<file path="config.mk">
export PLATFORM = sky130hd
export DESIGN_NAME = spi_slave_sys_flat
export DESIGN_NICKNAME = d
export VERILOG_FILES = /design/src/rtl/spi_slave_sys_if.sv /design/src/rtl/spi_slave_sys.sv /design/src/flat_wrapper.sv
export SDC_FILE = /design/constraint.sdc
export NUM_CORES = 1
export LEC_CHECK = 0
export BUFFER_PORTS_ARGS = -buffer_cell sky130_fd_sc_hd__buf_2
export CORE_MARGIN = 3
export CORE_UTILIZATION = 45
export CTS_CLUSTER_DIAMETER = 200
export DETAILED_ROUTE_END_ITERATION = 16
export MAX_ROUTING_LAYER = met4
export PLACE_DENSITY = 0.75
export SYNTH_ARGS = -nofsm -noshare
export SYNTH_HDL_FRONTEND = slang
export SYNTH_SLANG_ARGS = --single-unit
</file>
<file path="constraint.sdc">
create_clock -name sysClk -period 3.9 [get_ports sysClk]
set_clock_uncertainty 0.15 [all_clocks]
set_input_delay 0.585 -clock sysClk [delete_from_list [all_inputs] [get_ports sysClk]]
set_output_delay 0.585 -clock sysClk [all_outputs]
set_load 0.01 [all_outputs]
</file>
<file path="src/rtl/spi_slave_sys_if.sv">
// Bundles the SPI pins and the system-side byte handshake of spi_slave_sys.
// The master modport is the side that drives SCK/select/MOSI and consumes received bytes.
interface spi_slave_sys_if #(
   parameter int unsigned DATA_WIDTH = 8
);
   logic                  spiClk_i;
   logic                  ss_n;
   logic                  mosi;
   logic                  miso;
   logic [DATA_WIDTH-1:0] tx_byte;
   logic                  tx_load;
   logic                  tx_ready;
   logic [DATA_WIDTH-1:0] rx_byte;
   logic                  rx_valid;
   logic                  rx_ack;
   logic                  overrun;
   logic                  busy;

   modport master (
      output spiClk_i, ss_n, mosi, tx_byte, tx_load, rx_ack,
      input  miso, tx_ready, rx_byte, rx_valid, overrun, busy
   );

   modport slave (
      input  spiClk_i, ss_n, mosi, tx_byte, tx_load, rx_ack,
      output miso, tx_ready, rx_byte, rx_valid, overrun, busy
   );
endinterface

</file>
<file path="src/rtl/spi_slave_sys.sv">
// Mode-0 SPI slave clocked only by sysClk: SPI pins are oversampled through
// synchronizers and the shifter advances on detected SCK edges.
module spi_slave_sys #(
   parameter int unsigned           DATA_WIDTH  = 8,
   parameter int unsigned           SYNC_STAGES = 2,
   parameter logic [DATA_WIDTH-1:0] IDLE_FILL   = 8'hFF
) (
   input logic            sysClk,
   input logic            reset,
   spi_slave_sys_if.slave bus
);

   localparam int unsigned CntW = (DATA_WIDTH > 1) ? $clog2(DATA_WIDTH) : 1;
   localparam logic [CntW-1:0] LastBit = CntW'(DATA_WIDTH - 1);

   typedef enum logic [1:0] {StIdle, StLoad, StShift} state_e;

   logic [SYNC_STAGES-1:0] sck_sync_q, ss_sync_q, mosi_sync_q;
   logic                   sck_d_q, ss_d_q;

   state_e                 state_q;
   logic [CntW-1:0]        bitcnt_q;
   logic [DATA_WIDTH-1:0]  tx_sh_q, rx_sh_q, hold_q, rx_byte_q;
   logic                   tx_ready_q, rx_valid_q, overrun_q, busy_q, miso_q, reload_q;

   logic                   sck_s, ss_s, mosi_s;
   logic                   sck_rise, sck_fall, ss_fall, ss_rise;
   logic                   abort, load_now, reload_now, tx_consume, tx_accept, word_done;
   logic [DATA_WIDTH-1:0]  tx_next, rx_word;

   always_ff @(posedge sysClk) begin
      if (!reset) begin
         sck_sync_q  <= '0;
         ss_sync_q   <= '1;
         mosi_sync_q <= '0;
         sck_d_q     <= 1'b0;
         ss_d_q      <= 1'b1;
      end else begin
         sck_sync_q  <= {sck_sync_q[SYNC_STAGES-2:0], bus.spiClk_i};
         ss_sync_q   <= {ss_sync_q[SYNC_STAGES-2:0], bus.ss_n};
         mosi_sync_q <= {mosi_sync_q[SYNC_STAGES-2:0], bus.mosi};
         sck_d_q     <= sck_sync_q[SYNC_STAGES-1];
         ss_d_q      <= ss_sync_q[SYNC_STAGES-1];
      end
   end

   assign sck_s    = sck_sync_q[SYNC_STAGES-1];
   assign ss_s     = ss_sync_q[SYNC_STAGES-1];
   assign mosi_s   = mosi_sync_q[SYNC_STAGES-1];
   assign sck_rise = sck_s & ~sck_d_q;
   assign sck_fall = ~sck_s & sck_d_q;
   assign ss_fall  = ~ss_s & ss_d_q;
   assign ss_rise  = ss_s & ~ss_d_q;

   assign abort      = ss_rise && (state_q != StIdle);
   assign load_now   = (state_q == StLoad) && !ss_rise;
   assign reload_now = (state_q == StShift) && !ss_rise && sck_fall && reload_q;
   // A word taken from the holding register frees it in the same cycle, so a
   // simultaneous tx_load lands behind the consumed value.
   assign tx_consume = (load_now || reload_now) && !tx_ready_q;
   assign tx_accept  = bus.tx_load && (tx_ready_q || tx_consume);
   assign tx_next    = tx_ready_q ? IDLE_FILL : hold_q;
   assign rx_word    = {rx_sh_q[DATA_WIDTH-2:0], mosi_s};
   assign word_done  = (state_q == StShift) && !ss_rise && sck_rise && (bitcnt_q == LastBit);

   always_ff @(posedge sysClk) begin
      if (!reset) begin
         state_q    <= StIdle;
         bitcnt_q   <= '0;
         tx_sh_q    <= '0;
         rx_sh_q    <= '0;
         hold_q     <= '0;
         rx_byte_q  <= '0;
         tx_ready_q <= 1'b1;
         rx_valid_q <= 1'b0;
         overrun_q  <= 1'b0;
         busy_q     <= 1'b0;
         miso_q     <= 1'b0;
         reload_q   <= 1'b0;
      end else begin
         if (tx_accept) begin
            hold_q     <= bus.tx_byte;
            tx_ready_q <= 1'b0;
         end else if (tx_consume) begin
            tx_ready_q <= 1'b1;
         end

         // A completing word outranks an ack arriving in the same cycle.
         if (word_done) begin
            rx_byte_q  <= rx_word;
            rx_valid_q <= 1'b1;
            if (rx_valid_q && !bus.rx_ack) overrun_q <= 1'b1;
         end else if (bus.rx_ack) begin
            rx_valid_q <= 1'b0;
         end

         if (abort) begin
            state_q  <= StIdle;
            miso_q   <= 1'b0;
            busy_q   <= 1'b0;
            bitcnt_q <= '0;
            reload_q <= 1'b0;
            rx_sh_q  <= '0;
         end else begin
            unique case (state_q)
               StIdle: begin
                  miso_q <= 1'b0;
                  busy_q <= 1'b0;
                  if (ss_fall) state_q <= StLoad;
               end
               StLoad: begin
                  tx_sh_q   <= tx_next;
                  miso_q    <= tx_next[DATA_WIDTH-1];
                  bitcnt_q  <= '0;
                  busy_q    <= 1'b1;
                  overrun_q <= 1'b0;
                  reload_q  <= 1'b0;
                  state_q   <= StShift;
               end
               StShift: begin
                  if (sck_rise) begin
                     rx_sh_q <= rx_word;
                     if (bitcnt_q == LastBit) begin
                        bitcnt_q <= '0;
                        reload_q <= 1'b1;
                     end else begin
                        bitcnt_q <= bitcnt_q + CntW'(1);
                     end
                  end else if (sck_fall) begin
                     if (reload_q) begin
                        tx_sh_q  <= tx_next;
                        miso_q   <= tx_next[DATA_WIDTH-1];
                        reload_q <= 1'b0;
                     end else begin
                        tx_sh_q <= {tx_sh_q[DATA_WIDTH-2:0], 1'b0};
                        miso_q  <= tx_sh_q[DATA_WIDTH-2];
                     end
                  end
               end
               default: state_q <= StIdle;
            endcase
         end
      end
   end

   assign bus.miso     = miso_q;
   assign bus.tx_ready = tx_ready_q;
   assign bus.rx_byte  = rx_byte_q;
   assign bus.rx_valid = rx_valid_q;
   assign bus.overrun  = overrun_q;
   assign bus.busy     = busy_q;

endmodule

</file>
<file path="src/flat_wrapper.sv">
// flat-port wrapper written by rule: the top's interface ports become plain ports
module spi_slave_sys_flat 
#(
   parameter int unsigned           DATA_WIDTH  = 8,
   parameter int unsigned           SYNC_STAGES = 2,
   parameter logic [DATA_WIDTH-1:0] IDLE_FILL   = 8'hFF
)
  (sysClk, reset, bus_spiClk_i, bus_ss_n, bus_mosi, bus_tx_byte, bus_tx_load, bus_rx_ack, bus_miso, bus_tx_ready, bus_rx_byte, bus_rx_valid, bus_overrun, bus_busy);
  spi_slave_sys_if #(.DATA_WIDTH(DATA_WIDTH)) bus_i ();
  input logic sysClk;
  input logic reset;
  input wire logic [$bits(bus_i.spiClk_i)-1:0] bus_spiClk_i;
  input wire logic [$bits(bus_i.ss_n)-1:0] bus_ss_n;
  input wire logic [$bits(bus_i.mosi)-1:0] bus_mosi;
  input wire logic [$bits(bus_i.tx_byte)-1:0] bus_tx_byte;
  input wire logic [$bits(bus_i.tx_load)-1:0] bus_tx_load;
  input wire logic [$bits(bus_i.rx_ack)-1:0] bus_rx_ack;
  output wire logic [$bits(bus_i.miso)-1:0] bus_miso;
  output wire logic [$bits(bus_i.tx_ready)-1:0] bus_tx_ready;
  output wire logic [$bits(bus_i.rx_byte)-1:0] bus_rx_byte;
  output wire logic [$bits(bus_i.rx_valid)-1:0] bus_rx_valid;
  output wire logic [$bits(bus_i.overrun)-1:0] bus_overrun;
  output wire logic [$bits(bus_i.busy)-1:0] bus_busy;
  assign bus_i.spiClk_i = bus_spiClk_i;
  assign bus_i.ss_n = bus_ss_n;
  assign bus_i.mosi = bus_mosi;
  assign bus_i.tx_byte = bus_tx_byte;
  assign bus_i.tx_load = bus_tx_load;
  assign bus_i.rx_ack = bus_rx_ack;
  assign bus_miso = bus_i.miso;
  assign bus_tx_ready = bus_i.tx_ready;
  assign bus_rx_byte = bus_i.rx_byte;
  assign bus_rx_valid = bus_i.rx_valid;
  assign bus_overrun = bus_i.overrun;
  assign bus_busy = bus_i.busy;
  spi_slave_sys #(.DATA_WIDTH(DATA_WIDTH), .SYNC_STAGES(SYNC_STAGES), .IDLE_FILL(IDLE_FILL)) u_core (.sysClk(sysClk), .reset(reset), .bus(bus_i));
endmodule
</file>
Word-level counts from Yosys, hierarchy flattened
Cells that the tools add are included.
- add/subtract/negate cells: 1
- multipliers: 0
- divide/modulo/power cells: 0
- magnitude comparators: 0
- equality and inequality tests: 9
- shifts and indexed selects: 0
- multiplexer cells: 27
- bitwise operators: 11
- reduce and logical (&&, ||, !) cells: 29
- operators by type and width (operator ; number):
    $mux W7 ; 3
    $mux W1 ; 14
    $pmux W7 S2 ; 1
    $logic_and A1 B1 Y1 ; 10
    $reduce_bool A2 Y1 ; 5
    $mux W8 ; 1
    $not A1 Y1 ; 7
    $mux W3 ; 2
    $ne A2 B1 Y1 const B ; 3
    $pmux W2 S3 ; 1
    $pmux W3 S2 ; 1
    $reduce_and A2 Y1 ; 3
    $reduce_and A3 Y1 ; 2
    $and A1 B1 Y1 ; 4
    $pmux W1 S2 ; 2
    $reduce_and A4 Y1 ; 1
    $add A3 B1 Y3 const B ; 1
    $eq A3 B3 Y1 const B ; 1
    $logic_not A1 Y1 ; 3
    $ne A3 B1 Y1 const B ; 1
    $ne A3 B3 Y1 const B ; 1
    $pmux W1 S3 ; 1
    $reduce_bool A3 Y1 ; 1
    $eq A2 B1 Y1 const B ; 1
    6 further kinds ; 7
- register bits: 49
- bits in latches: 0
- memory bits (writable): 0
- memory bits (read-only): 0
- bits of input ports: 15
- logic and storage cells: 94
- memories: 0

Depth between registers and ports, before layout
- depth after elaboration: 11
- depth in mapped cells: 8
- gate-level depth less buffers: 6

Worst setup path after synthesis
OpenSTA, ideal clock, no wires.
- path kind: register to register
- start point: register u_core.state_q[0]
- end point: register u_core.tx_sh_q[3]
- library setup time: 123 ps
- data arrival time: 1316 ps
- setup slack: 2310 ps
- cell stages (with the launch flop): 9
- path buffers: 2
- period minus slack after synthesis: 1590 ps
- path through: dfxtp_1 inv_1 ha_1 buf_2 nand2b_2 buf_2 nand2_1 o2111ai_1 o21ai_1
- word-level cells in the longest chain between the ends: 4
- elaborated cells on any way between the ends: 10
- those cells by class: eq/ne: 4; mux: 1; bitwise: 1; reduce/logical: 4
- RTL lines (what ; RTL line ; text):
    start, declared ; spi_slave_sys.sv:21 ; state_e state_q;
    start signal, assigned ; spi_slave_sys.sv:68 ; state_q <= StIdle;
    start signal, assigned ; spi_slave_sys.sv:98 ; state_q <= StIdle;
    start signal, assigned ; spi_slave_sys.sv:109 ; if (ss_fall) state_q <= StLoad;
    branches (longest 4 deep; another with $reduce_and A4 Y1) ; n/a ;
    end signal, assigned ; spi_slave_sys.sv:112 ; tx_sh_q <= tx_next;
    end signal, assigned ; spi_slave_sys.sv:131 ; tx_sh_q <= tx_next;
    end signal, assigned ; spi_slave_sys.sv:135 ; tx_sh_q <= {tx_sh_q[DATA_WIDTH-2:0], 1'b0};
    end, declared ; spi_slave_sys.sv:23 ; logic [DATA_WIDTH-1:0] tx_sh_q, rx_sh_q, hold_q, rx_byte_q;
Several ways; the timed one is not identified.
A chain may end at the register's enable or synchronous reset.

Worst setup path after layout
- start point: register u_core.state_q[0]
- end point: register u_core.rx_byte_q[6], in the netlist u_core.bus.rx_byte[6]
- word-level cells in the longest chain between the ends: 4
- RTL lines (what ; RTL line ; text):
    $eq A2 B2 Y1 ; spi_slave_sys.sv:64 ; assign word_done = (state_q == StShift) && !ss_rise && sck_rise && (bitcnt_q == LastBit);
    $logic_and A1 B1 Y1 (3 in a row) ; spi_slave_sys.sv:64 ;
    end signal, assigned ; spi_slave_sys.sv:90 ; rx_byte_q <= rx_word;
    end, declared ; spi_slave_sys.sv:23 ;
Every way passes these cells.

==> results_dict.tcl <==
set metrics [dict create \
    status "finished clean" \
    synth_flop_cell "dfxtp_1" \
    cts_resized 0 \
    p_int_w 0.000801 \
    p_per_area_mw_per_mm2 435 \
    drc 0 \
    dr.pass1.iters 4 \
    synth-xor-area-share 0 \
    cts_sinks 49 \
    placementRows 24 \
    ys_top_cells_by_count "dfxtp_1, nand2_1, mux2i_1" \
    num_antenna_cells 0 \
    post-cts-setup-buffers 0 \
    grt_pass1_vias 1378 \
    yosysTopAreaCell "dfxtp_1" \
    hold_end "u_core.ss_sync_q[1]$_SDFF_PN1_" \
    cp.required_ns 3.94 \
    dieArea_mm2 0.00548 \
    clock.fmax_ghz 0.482 \
    cts_hold_buf 0 \
    maxCapViolations 0 \
    via_per_inst 5.19 \
    synth-edff-count 0 \
    crit_type "reg -> reg" \
    grt-ovfl-total 0 \
    postRouteAntennaNets 0 \
    drv_slew 0 \
    timing.rr.start "u_core.state_q[0]$_SDFFE_PP0P_" \
    seqPwrFrac 0.521 \
    pwr-share-comb 0.067 \
    power.leakage_nw 1.00 \
    start_kind "register" \
    grt_first_pass_wirelength_um 6090 \
    cts_tree "built" \
    ioPinCount 28 \
    dp_hpwl_um 2490 \
    relSlewSlack 0.364 \
    finalSetupTns_ns 0 \
    min-delay-path-class "reg -> reg" \
    setup_viol_count_final 0 \
    post-synth-top-count-cell "dfxtp_1" \
    grt_use_total 0.147 \
    synth_compound_area_frac 0.131 \
    min_from "u_core.ss_sync_q[0]$_SDFF_PN1_" \
    synthDistinctLibCells 35 \
    swShare 0.210 \
    async_reset_ff_frac 0 \
    synthTopCellsByArea "dfxtp_1, mux2i_1, nand2_1, ha_1, a21oi_1" \
    core_mm2 0.00441 \
    reg2reg_to "u_core.bus.rx_byte[6]$_SDFFE_PN0N_" \
    synth_top_family_by_area "simple AND/OR/NAND/NOR gates" \
    drt_iter0_markers 132 \
    clock-root-buffer "clkbuf_8" \
    tightest_slew_ns 0.947 \
    grt_max_degree 52 \
    yosysTopAreaCellShare 0.471 \
    power_switching_w 0.000212 \
    chipHeight_um 74.0 \
    ir_drop_mv 0.153 \
    ys_warn_count 0 \
    hold_viol 0 \
    synth.avg_cell_area_um2 9.21 \
    p_clk_frac 0.412 \
    nNetsFinal 267 \
    cp.arrival_ns 2.11 \
    crit_path_end_kind "register" \
    antenna_found_initial 0 \
    period_share 0.532 \
    vias 1553 \
    place.gp.congestion 0.822 \
    die_w_um 74.0 \
    critPathMaxFanout 12 \
    rsz0062_at_grt "false" \
    synth_seq_area_share 0.471 \
    min_period_ns 2.07 \
    wirelength_um 3640 \
    syn_area_mm2 0.00208 \
    whs_ns 0.268 \
    h-tree-depth 2 \
    syn_to_final_growth_pct 11.7 \
    synth_simple_gate_area_share 0.225 \
    drive_gt1_frac 0.174 \
    cts-buffers-inserted 5 \
    syn-num-nets 247 \
    clkLatencyLatePin_ns 0.30 \
    n_fill_cell 411 \
    ff2ff_setup_slack_ns 1.83 \
    synth-seq-cells 49 \
    synthAdderAreaFrac 0.0361 \
    initial_utilization 0.472 \
    synthMuxAreaShare 0.0865 \
    clk_pin_slew_worst_paths_ns 0.08 \
    rr_worst_depth 5 \
    post_drt_wl_per_cell_um 12.2 \
    io_buffers 27 \
    whs_path_depth 1 \
    synthCells 226 \
    clockBufferDepth 2 \
]
==> power groups by stage <==
stage | sequential, W | combinational [W] | clock, W
after CTS | 0.000528 | 0.0000684 | 0.000423
after global placement | 0.000539 | 0.0000665 | 0
after global routing | 0.000530 | 0.0000772 | 0.000445
after floorplan | 0.000536 | 0.0000575 | 0
after detailed placement | 0.000540 | 0.0000679 | 0
final | 0.000528 | 0.0000675 | 0.000417
==> critical path, stage by stage, from the launching register on <==
cell and delay [ns]:
dfxtp_1 0.35, inv_1 0.09, ha_1 0.44, nand3_1 0.55, mux2i_1 0.30, nor2b_1 0.07
==> final cells by class <==
type | instances | area, um^2 | share of cell area
timing repair buffer | 27 | 135 | 0.0581
tap | 52 | 65.1 | 0.0280
clock buffer | 5 | 68.8 | 0.0296
sequential | 49 | 981 | 0.422
multi-input combinational | 159 | 996 | 0.428
inverter | 4 | 15.0 | 0.00646
clock inverter | 3 | 65.1 | 0.0280
==> layout by cell type, fill, tap and decap left out, types with 3 or more instances in the layout <==
cell and count:
mux2i_1 18, nor2_1 12, ha_1 6, and2_1 5, nand2_1 48, inv_1 4
a21oi_1 13, o2111ai_1 7, nand3_1 6, nand2b_1 7, o21ai_0 3, dfxtp_1 49
o21ai_1 8, clkbuf_8 5, buf_2 27, nor2b_1 8
==> kinds of logic after synthesis <==
| kind of cell | after synthesis |
|---|---|
| muxes | 18 |
| AOI/OAI and AO/OA | 41 |
| buffers and inverters | 18 |
| adders and majority gates | 6 |
| DFF | 49 |
| and+or+nand+nor | 94 |
==> state kept, by name, summed over array words and instances (netlist names), 2 cells and up <==
signal              cells
u_core.bitcnt_q         3
u_core.bus.rx_byte      8
u_core.hold_q           8
u_core.mosi_sync_q      2
u_core.rx_sh_q          7
u_core.sck_sync_q       2
u_core.ss_sync_q        2
u_core.state_q          2
u_core.tx_sh_q          7
==> per-layer routing <==
| metal | track usage | wire [um] | up-vias |
|---|---|---|---|
| met1 | 0.183 | 1830 | 714 |
| li1 | - | - | 800 |
| met4 | 0.0423 | 54 | 0 |
| met3 | 0.0446 | 151 | 7 |
| met2 | 0.231 | 1600 | 32 |
| met5 | - | 0 | - |
==> how the worst max path moves through the flow <==
stage,cells past startpoint,start,slack (ns),end
after floorplan,8,u_core.state_q[0]$_SDFFE_PP0P_,2.31,u_core.tx_sh_q[3]$_SDFFE_PN0P_
after global placement,3,reset,1.65,u_core.reload_q$_SDFFE_PP0P_
after detailed placement,3,reset,1.62,u_core.reload_q$_SDFFE_PP0P_
after CTS,5,u_core.state_q[0]$_SDFFE_PP0P_,1.81,u_core.bus.rx_byte[6]$_SDFFE_PN0N_
after global routing,6,u_core.state_q[0]$_SDFFE_PP0P_,1.63,u_core.rx_sh_q[2]$_SDFFE_PP0N_
final,5,u_core.state_q[0]$_SDFFE_PP0P_,1.83,u_core.bus.rx_byte[6]$_SDFFE_PN0N_
==> stage by stage <==
stage	area, um^2	worst slack, ns	total power [W]	instances	util
finish	2330	1.83	0.00101	299	0.527
global route	2330	1.63	0.00105	299	0.527
CTS	2330	1.81	0.00102	299	0.527
detailed placement	2190	1.62	0.000608	291	0.497
global placement	2190	1.65	0.000606	291	0.497
floorplan	2080	2.31	0.000593	226	-
Note: power is estimated with default switching activity, not from simulation.
